===== src/rtl/cdb_arbiter_pkg.sv =====
// rtl/cdb_arbiter_pkg.sv - shared widths and CDB entry type for the completion arbiter
// Purpose: common constants and the broadcast entry record used by the FIFOs and arbiter.
// Ports: none (package).
package cdb_arbiter_pkg;

  localparam int TAG_W     = 6;
  localparam int ROB_IDX_W = 6;
  localparam int XLEN      = 32;
  localparam int CDB_PORTS = 2;

  typedef struct packed {
    logic [XLEN-1:0]      data;
    logic [TAG_W-1:0]     tag;
    logic [ROB_IDX_W-1:0] rob_index;
    logic                 loadstore;
  } cdb_entry_t;

endpackage


===== src/rtl/completion_fifo.sv =====
// rtl/completion_fifo.sv - per-source completion buffer feeding the CDB arbiter
// Purpose: DEPTH-entry FIFO of cdb_entry_t with registered count.
// Ports: clk, rst (sync, active-high); push/push_entry write side;
//        pop/head read side; count, full, empty status from registered state.
module completion_fifo
  import cdb_arbiter_pkg::*;
#(
  parameter int DEPTH = 4
) (
  input  logic                    clk,
  input  logic                    rst,
  input  logic                    push,
  input  cdb_entry_t              push_entry,
  input  logic                    pop,
  output cdb_entry_t              head,
  output logic [$clog2(DEPTH):0]  count,
  output logic                    full,
  output logic                    empty
);

  localparam int PTR_W = $clog2(DEPTH);

  cdb_entry_t       r_mem [DEPTH];
  logic [PTR_W-1:0] r_wr_ptr;
  logic [PTR_W-1:0] r_rd_ptr;
  logic [PTR_W:0]   r_count;
  logic             w_do_push;
  logic             w_do_pop;

  // Guarded locally as well so a misbehaving caller cannot corrupt the pointers.
  assign w_do_push = push && !full;
  assign w_do_pop  = pop && !empty;

  // Pointers are exactly PTR_W bits, so DEPTH being a power of two makes them wrap on their own.
  always_ff @(posedge clk) begin
    if (rst) begin
      r_wr_ptr <= '0;
      r_rd_ptr <= '0;
      r_count  <= '0;
    end else begin
      if (w_do_push) r_wr_ptr <= r_wr_ptr + 1'b1;
      if (w_do_pop)  r_rd_ptr <= r_rd_ptr + 1'b1;
      if (w_do_push && !w_do_pop)      r_count <= r_count + 1'b1;
      else if (w_do_pop && !w_do_push) r_count <= r_count - 1'b1;
    end
  end

  always_ff @(posedge clk) begin
    if (!rst && w_do_push) r_mem[r_wr_ptr] <= push_entry;
  end

  assign head  = r_mem[r_rd_ptr];
  assign count = r_count;
  assign full  = (r_count == (PTR_W+1)'(DEPTH));
  assign empty = (r_count == '0);

endmodule


===== src/rtl/cdb_arbiter.sv =====
// rtl/cdb_arbiter.sv - two-slot common data bus arbiter over FU and load completion FIFOs
// Purpose: buffers completions per source and round-robin grants up to two per cycle onto the CDB.
// Ports: clk, rst (sync, active-high); fu_* [NUM_FU] FU results; load_* LSU completion;
//        src_ready [NUM_FU+1] per-source push acceptance; cdb_* [2] registered broadcast slots;
//        overflow sticky drop indicator.
module cdb_arbiter
  import cdb_arbiter_pkg::*;
#(
  parameter int DEPTH  = 4,
  parameter int NUM_FU = 3
) (
  input  logic                 clk,
  input  logic                 rst,
  input  logic [XLEN-1:0]      fu_data      [NUM_FU],
  input  logic [TAG_W-1:0]     fu_tags      [NUM_FU],
  input  logic [ROB_IDX_W-1:0] fu_rob_index [NUM_FU],
  input  logic                 fu_loadstore [NUM_FU],
  input  logic                 fu_valid     [NUM_FU],
  input  logic [XLEN-1:0]      load_data,
  input  logic [TAG_W-1:0]     load_tag,
  input  logic [ROB_IDX_W-1:0] load_rob_index,
  input  logic                 load_valid,
  output logic                 src_ready     [NUM_FU+1],
  output logic [XLEN-1:0]      cdb_data      [CDB_PORTS],
  output logic [TAG_W-1:0]     cdb_tags      [CDB_PORTS],
  output logic [ROB_IDX_W-1:0] cdb_rob_index [CDB_PORTS],
  output logic                 cdb_loadstore [CDB_PORTS],
  output logic                 cdb_valid     [CDB_PORTS],
  output logic                 overflow
);

  localparam int NSRC  = NUM_FU + 1;
  localparam int PTR_W = $clog2(NSRC);
  localparam int CNT_W = $clog2(DEPTH) + 1;

  cdb_entry_t       w_in_entry [NSRC];
  cdb_entry_t       w_head     [NSRC];
  logic [CNT_W-1:0] w_count    [NSRC];
  logic [NSRC-1:0]  w_in_valid;
  logic [NSRC-1:0]  w_ready;
  logic [NSRC-1:0]  w_push;
  logic [NSRC-1:0]  w_pop;
  logic [NSRC-1:0]  w_full;
  logic [NSRC-1:0]  w_empty;

  logic [PTR_W-1:0]     r_rr_ptr;
  logic                 r_overflow;
  cdb_entry_t           r_cdb       [CDB_PORTS];
  logic [CDB_PORTS-1:0] r_cdb_valid;

  logic [CDB_PORTS-1:0] w_slot_vld;
  logic [PTR_W-1:0]     w_slot_src [CDB_PORTS];
  logic [PTR_W-1:0]     w_last_idx;
  logic [PTR_W:0]       w_scan_sum;
  logic [PTR_W-1:0]     w_scan_idx;
  logic [PTR_W:0]       w_rr_inc;
  logic [PTR_W-1:0]     w_rr_next;

  for (genvar s = 0; s < NSRC; s++) begin : g_src
    if (s < NUM_FU) begin : g_fu
      assign w_in_entry[s] = {fu_data[s], fu_tags[s], fu_rob_index[s], fu_loadstore[s]};
      assign w_in_valid[s] = fu_valid[s];
    end else begin : g_ld
      // Loads always complete with a register value, never an LSQ address.
      assign w_in_entry[s] = {load_data, load_tag, load_rob_index, 1'b0};
      assign w_in_valid[s] = load_valid;
    end

    assign w_ready[s]   = (w_count[s] < CNT_W'(DEPTH));
    assign src_ready[s] = w_ready[s];
    assign w_push[s]    = w_in_valid[s] && w_ready[s];

    completion_fifo #(.DEPTH(DEPTH)) u_fifo (
      .clk        (clk),
      .rst        (rst),
      .push       (w_push[s]),
      .push_entry (w_in_entry[s]),
      .pop        (w_pop[s]),
      .head       (w_head[s]),
      .count      (w_count[s]),
      .full       (w_full[s]),
      .empty      (w_empty[s])
    );
  end

  // Round-robin scan from r_rr_ptr. Every index is visited once, so a FIFO holding
  // several entries still gets at most one grant per cycle.
  always_comb begin
    w_pop      = '0;
    w_slot_vld = '0;
    w_last_idx = r_rr_ptr;
    w_scan_sum = '0;
    w_scan_idx = '0;
    for (int j = 0; j < CDB_PORTS; j++) w_slot_src[j] = '0;
    for (int k = 0; k < NSRC; k++) begin
      w_scan_sum = {1'b0, r_rr_ptr} + (PTR_W+1)'(k);
      if (w_scan_sum >= (PTR_W+1)'(NSRC)) w_scan_sum = w_scan_sum - (PTR_W+1)'(NSRC);
      w_scan_idx = w_scan_sum[PTR_W-1:0];
      if (!w_empty[w_scan_idx] && !w_slot_vld[1]) begin
        if (!w_slot_vld[0]) begin
          w_slot_vld[0] = 1'b1;
          w_slot_src[0] = w_scan_idx;
        end else begin
          w_slot_vld[1] = 1'b1;
          w_slot_src[1] = w_scan_idx;
        end
        w_pop[w_scan_idx] = 1'b1;
        w_last_idx        = w_scan_idx;
      end
    end
    w_rr_inc  = {1'b0, w_last_idx} + 1'b1;
    w_rr_next = (w_rr_inc == (PTR_W+1)'(NSRC)) ? '0 : w_rr_inc[PTR_W-1:0];
  end

  always_ff @(posedge clk) begin
    if (rst) begin
      r_rr_ptr    <= '0;
      r_overflow  <= 1'b0;
      r_cdb_valid <= '0;
      for (int j = 0; j < CDB_PORTS; j++) r_cdb[j] <= '0;
    end else begin
      if (|w_slot_vld) r_rr_ptr <= w_rr_next;
      if (|(w_in_valid & w_full)) r_overflow <= 1'b1;
      for (int j = 0; j < CDB_PORTS; j++) begin
        r_cdb_valid[j] <= w_slot_vld[j];
        r_cdb[j]       <= w_slot_vld[j] ? w_head[w_slot_src[j]] : '0;
      end
    end
  end

  for (genvar j = 0; j < CDB_PORTS; j++) begin : g_out
    assign cdb_data[j]      = r_cdb[j].data;
    assign cdb_tags[j]      = r_cdb[j].tag;
    assign cdb_rob_index[j] = r_cdb[j].rob_index;
    assign cdb_loadstore[j] = r_cdb[j].loadstore;
    assign cdb_valid[j]     = r_cdb_valid[j];
  end

  assign overflow = r_overflow;

endmodule


===== config.mk =====
export PLATFORM = sky130hd
export DESIGN_NAME = cdb_arbiter
export DESIGN_NICKNAME = d
export VERILOG_FILES = /design/src/rtl/cdb_arbiter_pkg.sv /design/src/rtl/completion_fifo.sv /design/src/rtl/cdb_arbiter.sv
export SDC_FILE = /design/constraint.sdc
export NUM_CORES = 1
export LEC_CHECK = 0
export BUFFER_PORTS_ARGS = -buffer_cell sky130_fd_sc_hd__buf_2
export CAP_MARGIN = 20
export CORE_ASPECT_RATIO = 0.7
export CORE_UTILIZATION = 45
export DETAILED_ROUTE_END_ITERATION = 10
export GPL_ROUTABILITY_DRIVEN = 0
export PLACE_DENSITY = 0.66
export SETUP_SLACK_MARGIN = 0.3
export SLEW_MARGIN = 20
export SYNTH_ARGS = -nofsm -noshare
export SYNTH_HDL_FRONTEND = slang
export SYNTH_SLANG_ARGS = --single-unit

===== constraint.sdc =====
create_clock -name clk -period 5.85 [get_ports clk]
set_input_delay 0 -clock clk [delete_from_list [all_inputs] [get_ports clk]]
set_output_delay 0 -clock clk [all_outputs]
set_load 0.01 [all_outputs]

### Word-level counts from Yosys, hierarchy flattened

Memories as Yosys holds them, arrays and structs flattened. A register that Yosys moved wholly into a read port is not among the register bits.
Index checks and enable logic that the tools add are counted.

* flip-flop bits (word level): 33
* bits in latches: 0
* bits in writable memories: 806
* memory bits (read-only): 0
* input bits: 185
* output and inout bits: 97
* word-level logic and storage cells: 222
* memories kept: 5

* $add $sub $neg: 24
* multiply operators: 0
* divide/modulo/power cells: 0
* magnitude comparators: 18
* equal/unequal tests: 5
* shift-type cells: 0
* muxes and demuxes: 83
* bitwise logic cells: 8
* reductions and logical operators: 64

Memory list
* g_src[0].u_fifo.r_mem: words 4, width 45, rd ports 1, clocked after Yosys merged registers in 1, write ports 1, RTL line completion_fifo.sv:23 `cdb_entry_t r_mem [DEPTH];`
* g_src[1].u_fifo.r_mem: words 4, width 45, rd ports 1, clocked after Yosys merged registers in 1, write ports 1, RTL line completion_fifo.sv:23
* g_src[2].u_fifo.r_mem: words 4, width 45, rd ports 1, clocked after Yosys merged registers in 1, write ports 1, RTL line completion_fifo.sv:23
* g_src[3].u_fifo.r_mem: words 4, width 44, rd ports 1, clocked after Yosys merged registers in 1, write ports 1, RTL line completion_fifo.sv:23
* r_cdb: words 2, width 45, rd ports 2, clocked after Yosys merged registers in 0, write ports 2, RTL line cdb_arbiter.sv:48 `cdb_entry_t r_cdb [CDB_PORTS];`

Operator list (number)
* 45-bit two-way mux: 8
* 45-bit binary-select mux with 2-bit select: 2
* 2-bit two-way mux: 26
* 4-bit two-way mux: 8
* 1-bit logical AND: 31
* 3-bit two-way mux: 8
* 1-bit two-way mux: 23
* 1-bit logical NOT: 22
* 2-bit by 1-bit adder with 2-bit output (second input constant): 8
* 3-bit == test (second input constant): 5
* 3-bit greater-or-equal comparator (second input constant): 5
* 3-bit by 1-bit adder with 3-bit output (second input constant): 4
* 3-bit logical NOT: 4
* 2-bit by 3-bit less-than comparator with 1-bit output (second input constant): 4
* 3-bit less-than comparator (second input constant): 4
* 4-bit bitwise OR: 3
* 3-bit by 1-bit subtractor with 3-bit output (second input constant): 4
* 1-bit binary-select mux with 2-bit select: 4
* 1-bit demux with 2-bit select: 4
* 2-bit by 1-bit greater-or-equal comparator with 1-bit output (second input constant): 4
* 2-bit nonzero test: 4
* 2-bit by 1-bit subtractor with 2-bit output (second input constant): 4
* 2-bit by 1-bit adder with 3-bit output (second input constant): 2
* 2-bit by 2-bit adder with 3-bit output (second input constant): 2
* 7 further kinds: 9

### Logic depth before layout (Yosys ltp)

* word-level depth: 20
* gate-level depth with buffers: 16
* mapped depth without buffers: 13

### Cells and area by module

From an unflattened synthesis, not the netlist that was laid out.

* cells, all modules: 1702
* area, all modules: 33756.1 µm²

Modules (own cells, without submodules)
* completion_fifo: times used 4, cells each 284, area each 6988.0 µm², sequential area each 5585.4 µm²
* cdb_arbiter: times used 1, cells each 566, area each 5804.3 µm², sequential area each 1901.8 µm²

### Least setup slack after synthesis

No wires, ideal clock.

* path type: register to register
* start point: register r_rr_ptr[1]
* end point: register g_src[0].u_fifo.r_count[2]
* setup time: 0.071 ns
* arrival time: 3.903 ns
* required time: 5.779 ns
* path slack: 1.877 ns
* cell stages (with the launch flop): 17
* buffers on the path: 3
* clock period less this slack: 3.973 ns
* cells stage by stage: dfxtp_1 > clkbuf_1 > inv_1 > ha_1 > buf_2 > nor4_1 > o21ai_1 > and2_1 > buf_2 > a221o_1 > o21ai_0 > ha_1 > inv_1 > fa_1 > xor2_1 > or3_1 > a21oi_1

* cells in the longest elaborated chain, start to end: 18
* elaborated cells between the ends (all ways): 69
* those cells by class: 7 x add/sub; 12 x order compare; 30 x mux; 3 x bitwise; 17 x reduce/logical

RTL lines
* from (decl): RTL line cdb_arbiter.sv:46 `logic [PTR_W-1:0] r_rr_ptr;`
* from (signal assigned): RTL line cdb_arbiter.sv:122 `if (|w_slot_vld) r_rr_ptr <= w_rr_next;`
* parallel branches: the longest is 13 deep, another holds 2-bit by 1-bit adder with 3-bit output
* 4-bit two-way mux (*): RTL line cdb_arbiter.sv:99 `if (!w_empty[w_scan_idx] && !w_slot_vld[1]) begin`
* 1-bit logical AND (*): RTL line completion_fifo.sv:32 `assign w_do_pop = pop && !empty;`
* 1-bit logical NOT: RTL line completion_fifo.sv:43 `if (w_do_push && !w_do_pop) r_count <= r_count + 1'b1;`
* 1-bit logical AND: RTL line completion_fifo.sv:43
* 3-bit two-way mux / 2-bit nonzero test (equally long branches)
* to (signal assigned): RTL line completion_fifo.sv:43
* to (signal assigned): RTL line completion_fifo.sv:44 `else if (w_do_pop && !w_do_push) r_count <= r_count - 1'b1;`
* to (decl): RTL line completion_fifo.sv:26 `logic [PTR_W:0] r_count;`

Every way passes the cells marked *. The select of a mux whose other input is x is not followed.
A chain may end at the register's enable or synchronous reset.

### Final worst setup path

Ends and elaborated chain as after synthesis.

==> metrics <==
PnR worst setup slack 1.27 ns; Routed WL 86800 um; Final Hold Violating Endpoints 0; synthesis-to-layout area growth 21.5%; static leakage between 0.01 and 0.015 uW; Die H between 200 and 250 um; main flop type after synthesis edfxtp_1; Worst Path Max Fanout 13; top-level I/O count about 280; status finished, final reports clean; wl on met1 between 30000 and 40000 um; Synth area leader edfxtp_1; Worst-Margin Slew 1.11 ns; Post-CTS Resized 0; worst path arrival time a little over 5 ns; MaxCap Viol Count 0; Power Density 525 nW/um^2; EDFF count, synth around 720; clk buf depth 3; port bufs between 200 and 300; Vias roughly 19000; share of layout cells above drive strength 1 between 30% and 40%; vias per cell between 5 and 6; CTS tree built; Worst-Skew Late Latency between 0.6 and 0.7 ns; Achievable Freq 0.218 GHz; global-route wire length before repair between 100000 and 150000 um; Peak VDD IR about 0.00080 V; critical path type flip-flop to flip-flop; Setup TNS Final 0 ns; die width around 330 um; routed len/inst 26.2 um; syn nets approximately 2000; DP HPWL 55100 um; core area approximately 73000 sq um; DRC 0; Non-Filler Instances around 3300; TritonCTS Buffers 81; Max Slew Vio Count 0; Tmin final roughly 4.6 ns; GRT Util Overall between 20% and 30%; Met2 Wirelength about 39000 um; CP Capture Type flip-flop; Async SR Flop Fraction 0%; Die ar. between 70000 and 80000 sq um; top post-synthesis cells by area edfxtp_1 64%, mux4_2 12%, dfxtp_1 7.8%; #FFs+latches synth ~850; Crit path required time 6.40 ns; clk slew on worst S/H paths 0.06 ns; largest net degree at the start of global routing about 90; Final Cycle Share about four fifths; RSZ-0062 raised after global routing no; register area share after synthesis slightly above 70%; nets@finish about 2500; Post-Syn Area about 33000 sq um; clock sink count ~850; Setup Skew 0.0228 ns; worst hold path class input port to flip-flop; grt total ovfl 0; Synth cell types 65; Final setup viols 0; Initial Utilization approximately 46%; H-tree Lvls 3; Startpoint Class flip-flop; dpl cells just under 3000; DR WL met3 between 7000 and 8000 um; vias in the first global route about 19000; Syn Area/Cell 18.8 sq um; slew margin rel. approximately a quarter; YS warnings 0; Layout fillers about 5700; Setup WS pre-CTS ~1.4 ns; uppermost layer routed met5; post-route ant nets 0; Cell Rows 83; initial antenna violation count 12; Post-Synthesis Cells between 1500 and 2000; cell area after layout around 41000 sq um; Finished Core Util 55.4%; placed standard-cell area about 36000 sq um; Initial DRT Pass Iterations 8; post-CTS setup buffers 0; starting DRC count in detailed routing 2091; Yosys top cell area share between 60% and 70%; Root Buffer clkbuf_16
==> worst max-delay path: stages, from the launching register on <==
cell and delay, ns:
dfxtp_1 0.54, inv_1 0.24, ha_1 0.58, nor4b_1 0.36, o21ai_1 0.27, and2_1 0.38, a221o_1 0.42, o21ai_0 0.30
ha_1 0.25, inv_1 0.07, fa_1 0.43, xor2_1 0.18, or3_1 0.31, a21oi_1 0.17
==> report_power, final <==
| group | total (uW) | switching [uW] | internal [uW] | leakage (uW) |
|---|---|---|---|---|
| clock | 5380 | 2210 | 3170 | 0.00135 |
| combinational | 8480 | 5200 | 3280 | 0.00501 |
| sequential | 7490 | 319 | 7170 | 0.00758 |
| total | 21400 | 7740 | 13600 | 0.0139 |
==> through the flow <==
step	total power, uW	hold slack [ns]
2_1_floorplan	13300	0.0989
3_3_place_gp	15600	0.209
3_5_place_dp	15800	0.217
4_1_cts	21300	0.0752
5_1_grt	22200	0.0895
6_report	21400	0.112
==> sequential cells by signal (all words and copies together), names as in the netlist, named ones only <==
| signal | flops |
|---|---|
| r_rr_ptr | 2 |
| r_cdb_valid | 2 |
| g_src.u_fifo.r_rd_ptr | 8 |
| g_src.u_fifo.r_mem | 716 |
| g_src.u_fifo.count | 12 |
| g_src.u_fifo.r_wr_ptr | 8 |
| r_cdb | 90 |
| overflow | 1 |
==> layout by cell type, fill, tap and decap left out, types with 5 or more instances in the layout <==
cell	n
ha_1	28
clkinv_2	17
a31oi_1	5
xor2_1	15
nor3_1	9
and2_1	46
and3_2	16
clkinv_1	11
xnor2_1	5
nand3_1	5
clkbuf_8	8
a211oi_1	51
a311oi_1	42
buf_2	281
nor2_1	44
o211ai_1	7
mux4_2	183
mux2i_1	97
nor2b_1	5
clkbuf_1	16
o21ai_0	12
buf_4	36
clkbuf_16	87
inv_1	25
a21oi_1	16
or3_1	8
dlygate4sd3_1	185
nand2_1	95
edfxtp_1	716
dfxtp_1	123
diode_2	7
o22ai_2	40
bufinv_16	8
==> layer usage <==
layer / vias to the layer above / global-route usage, %
met5: - / 0
met4: 10 / 5.59
met3: 130 / 5.68
met2: 778 / 34.3
met1: 9849 / 33.8
li1: 8158 / -
==> Yosys cell counts (all sizes together) (3+ instances only) <==
master,number
a211oi,51
a21oi,17
a221o,5
a311oi,42
a31oi,7
a32oi,3
and2,48
and3,17
buf,32
clkbuf,81
dfxtp,131
edfxtp,716
fa,4
ha,28
inv,28
mux2i,97
mux4,183
nand2,95
nand3,5
nor2,44
nor2b,5
nor3,11
nor4,3
o211ai,7
o21ai,17
o22ai,44
or2,4
or3,8
xnor2,5
xor2,15
==> area by class of cell <==
| class | count | area, sq um | area share [%] |
|---|---|---|---|
| clock buffers | 111 | 2350 | 5.77 |
| clock inverters | 40 | 403 | 0.990 |
| multi-input cells | 789 | 8790 | 21.6 |
| flip-flops and latches | 847 | 24100 | 59.3 |
| diodes | 7 | 17.5 | 0.0430 |
| inverters | 28 | 106 | 0.261 |
| repair buffers | 508 | 3660 | 9.00 |
| well taps | 977 | 1220 | 3.00 |
==> final timing paths <==
check / startpoint / to / slack [ns] / cells after the start
worst max-delay path: r_rr_ptr[1] / g_src[0].u_fifo.count[2] / 1.27 / 13
worst min-delay path: fu_data[59] / g_src[1].u_fifo.r_mem[2][40] / 0.11 / 2
worst max register to register: r_rr_ptr[1] / g_src[0].u_fifo.count[2] / 1.27 / 13
worst min register to register: g_src[2].u_fifo.r_rd_ptr[0] / flip-flop / 0.51 / 2
==> cell families (layout without fill, tap and decap cells) <==
family	after synthesis	count (layout)	synth area share, %
mux	280	280	15.2
flops	847	847	72.1
buf+inv	141	687	1.85
compound gates	212	212	5.55
simple gates	245	245	3.53
fa+ha+maj	32	32	1.29
xor+xnor	20	20	0.523
other cells	0	7	0
==> what timing repair did <==
item	4_1_cts	5_1_grt
setup endpoints to repair	0	0
hold buffers	185	0
hold endpoints to repair	755	0
No activity file was read; power rests on OpenSTA's default activity.
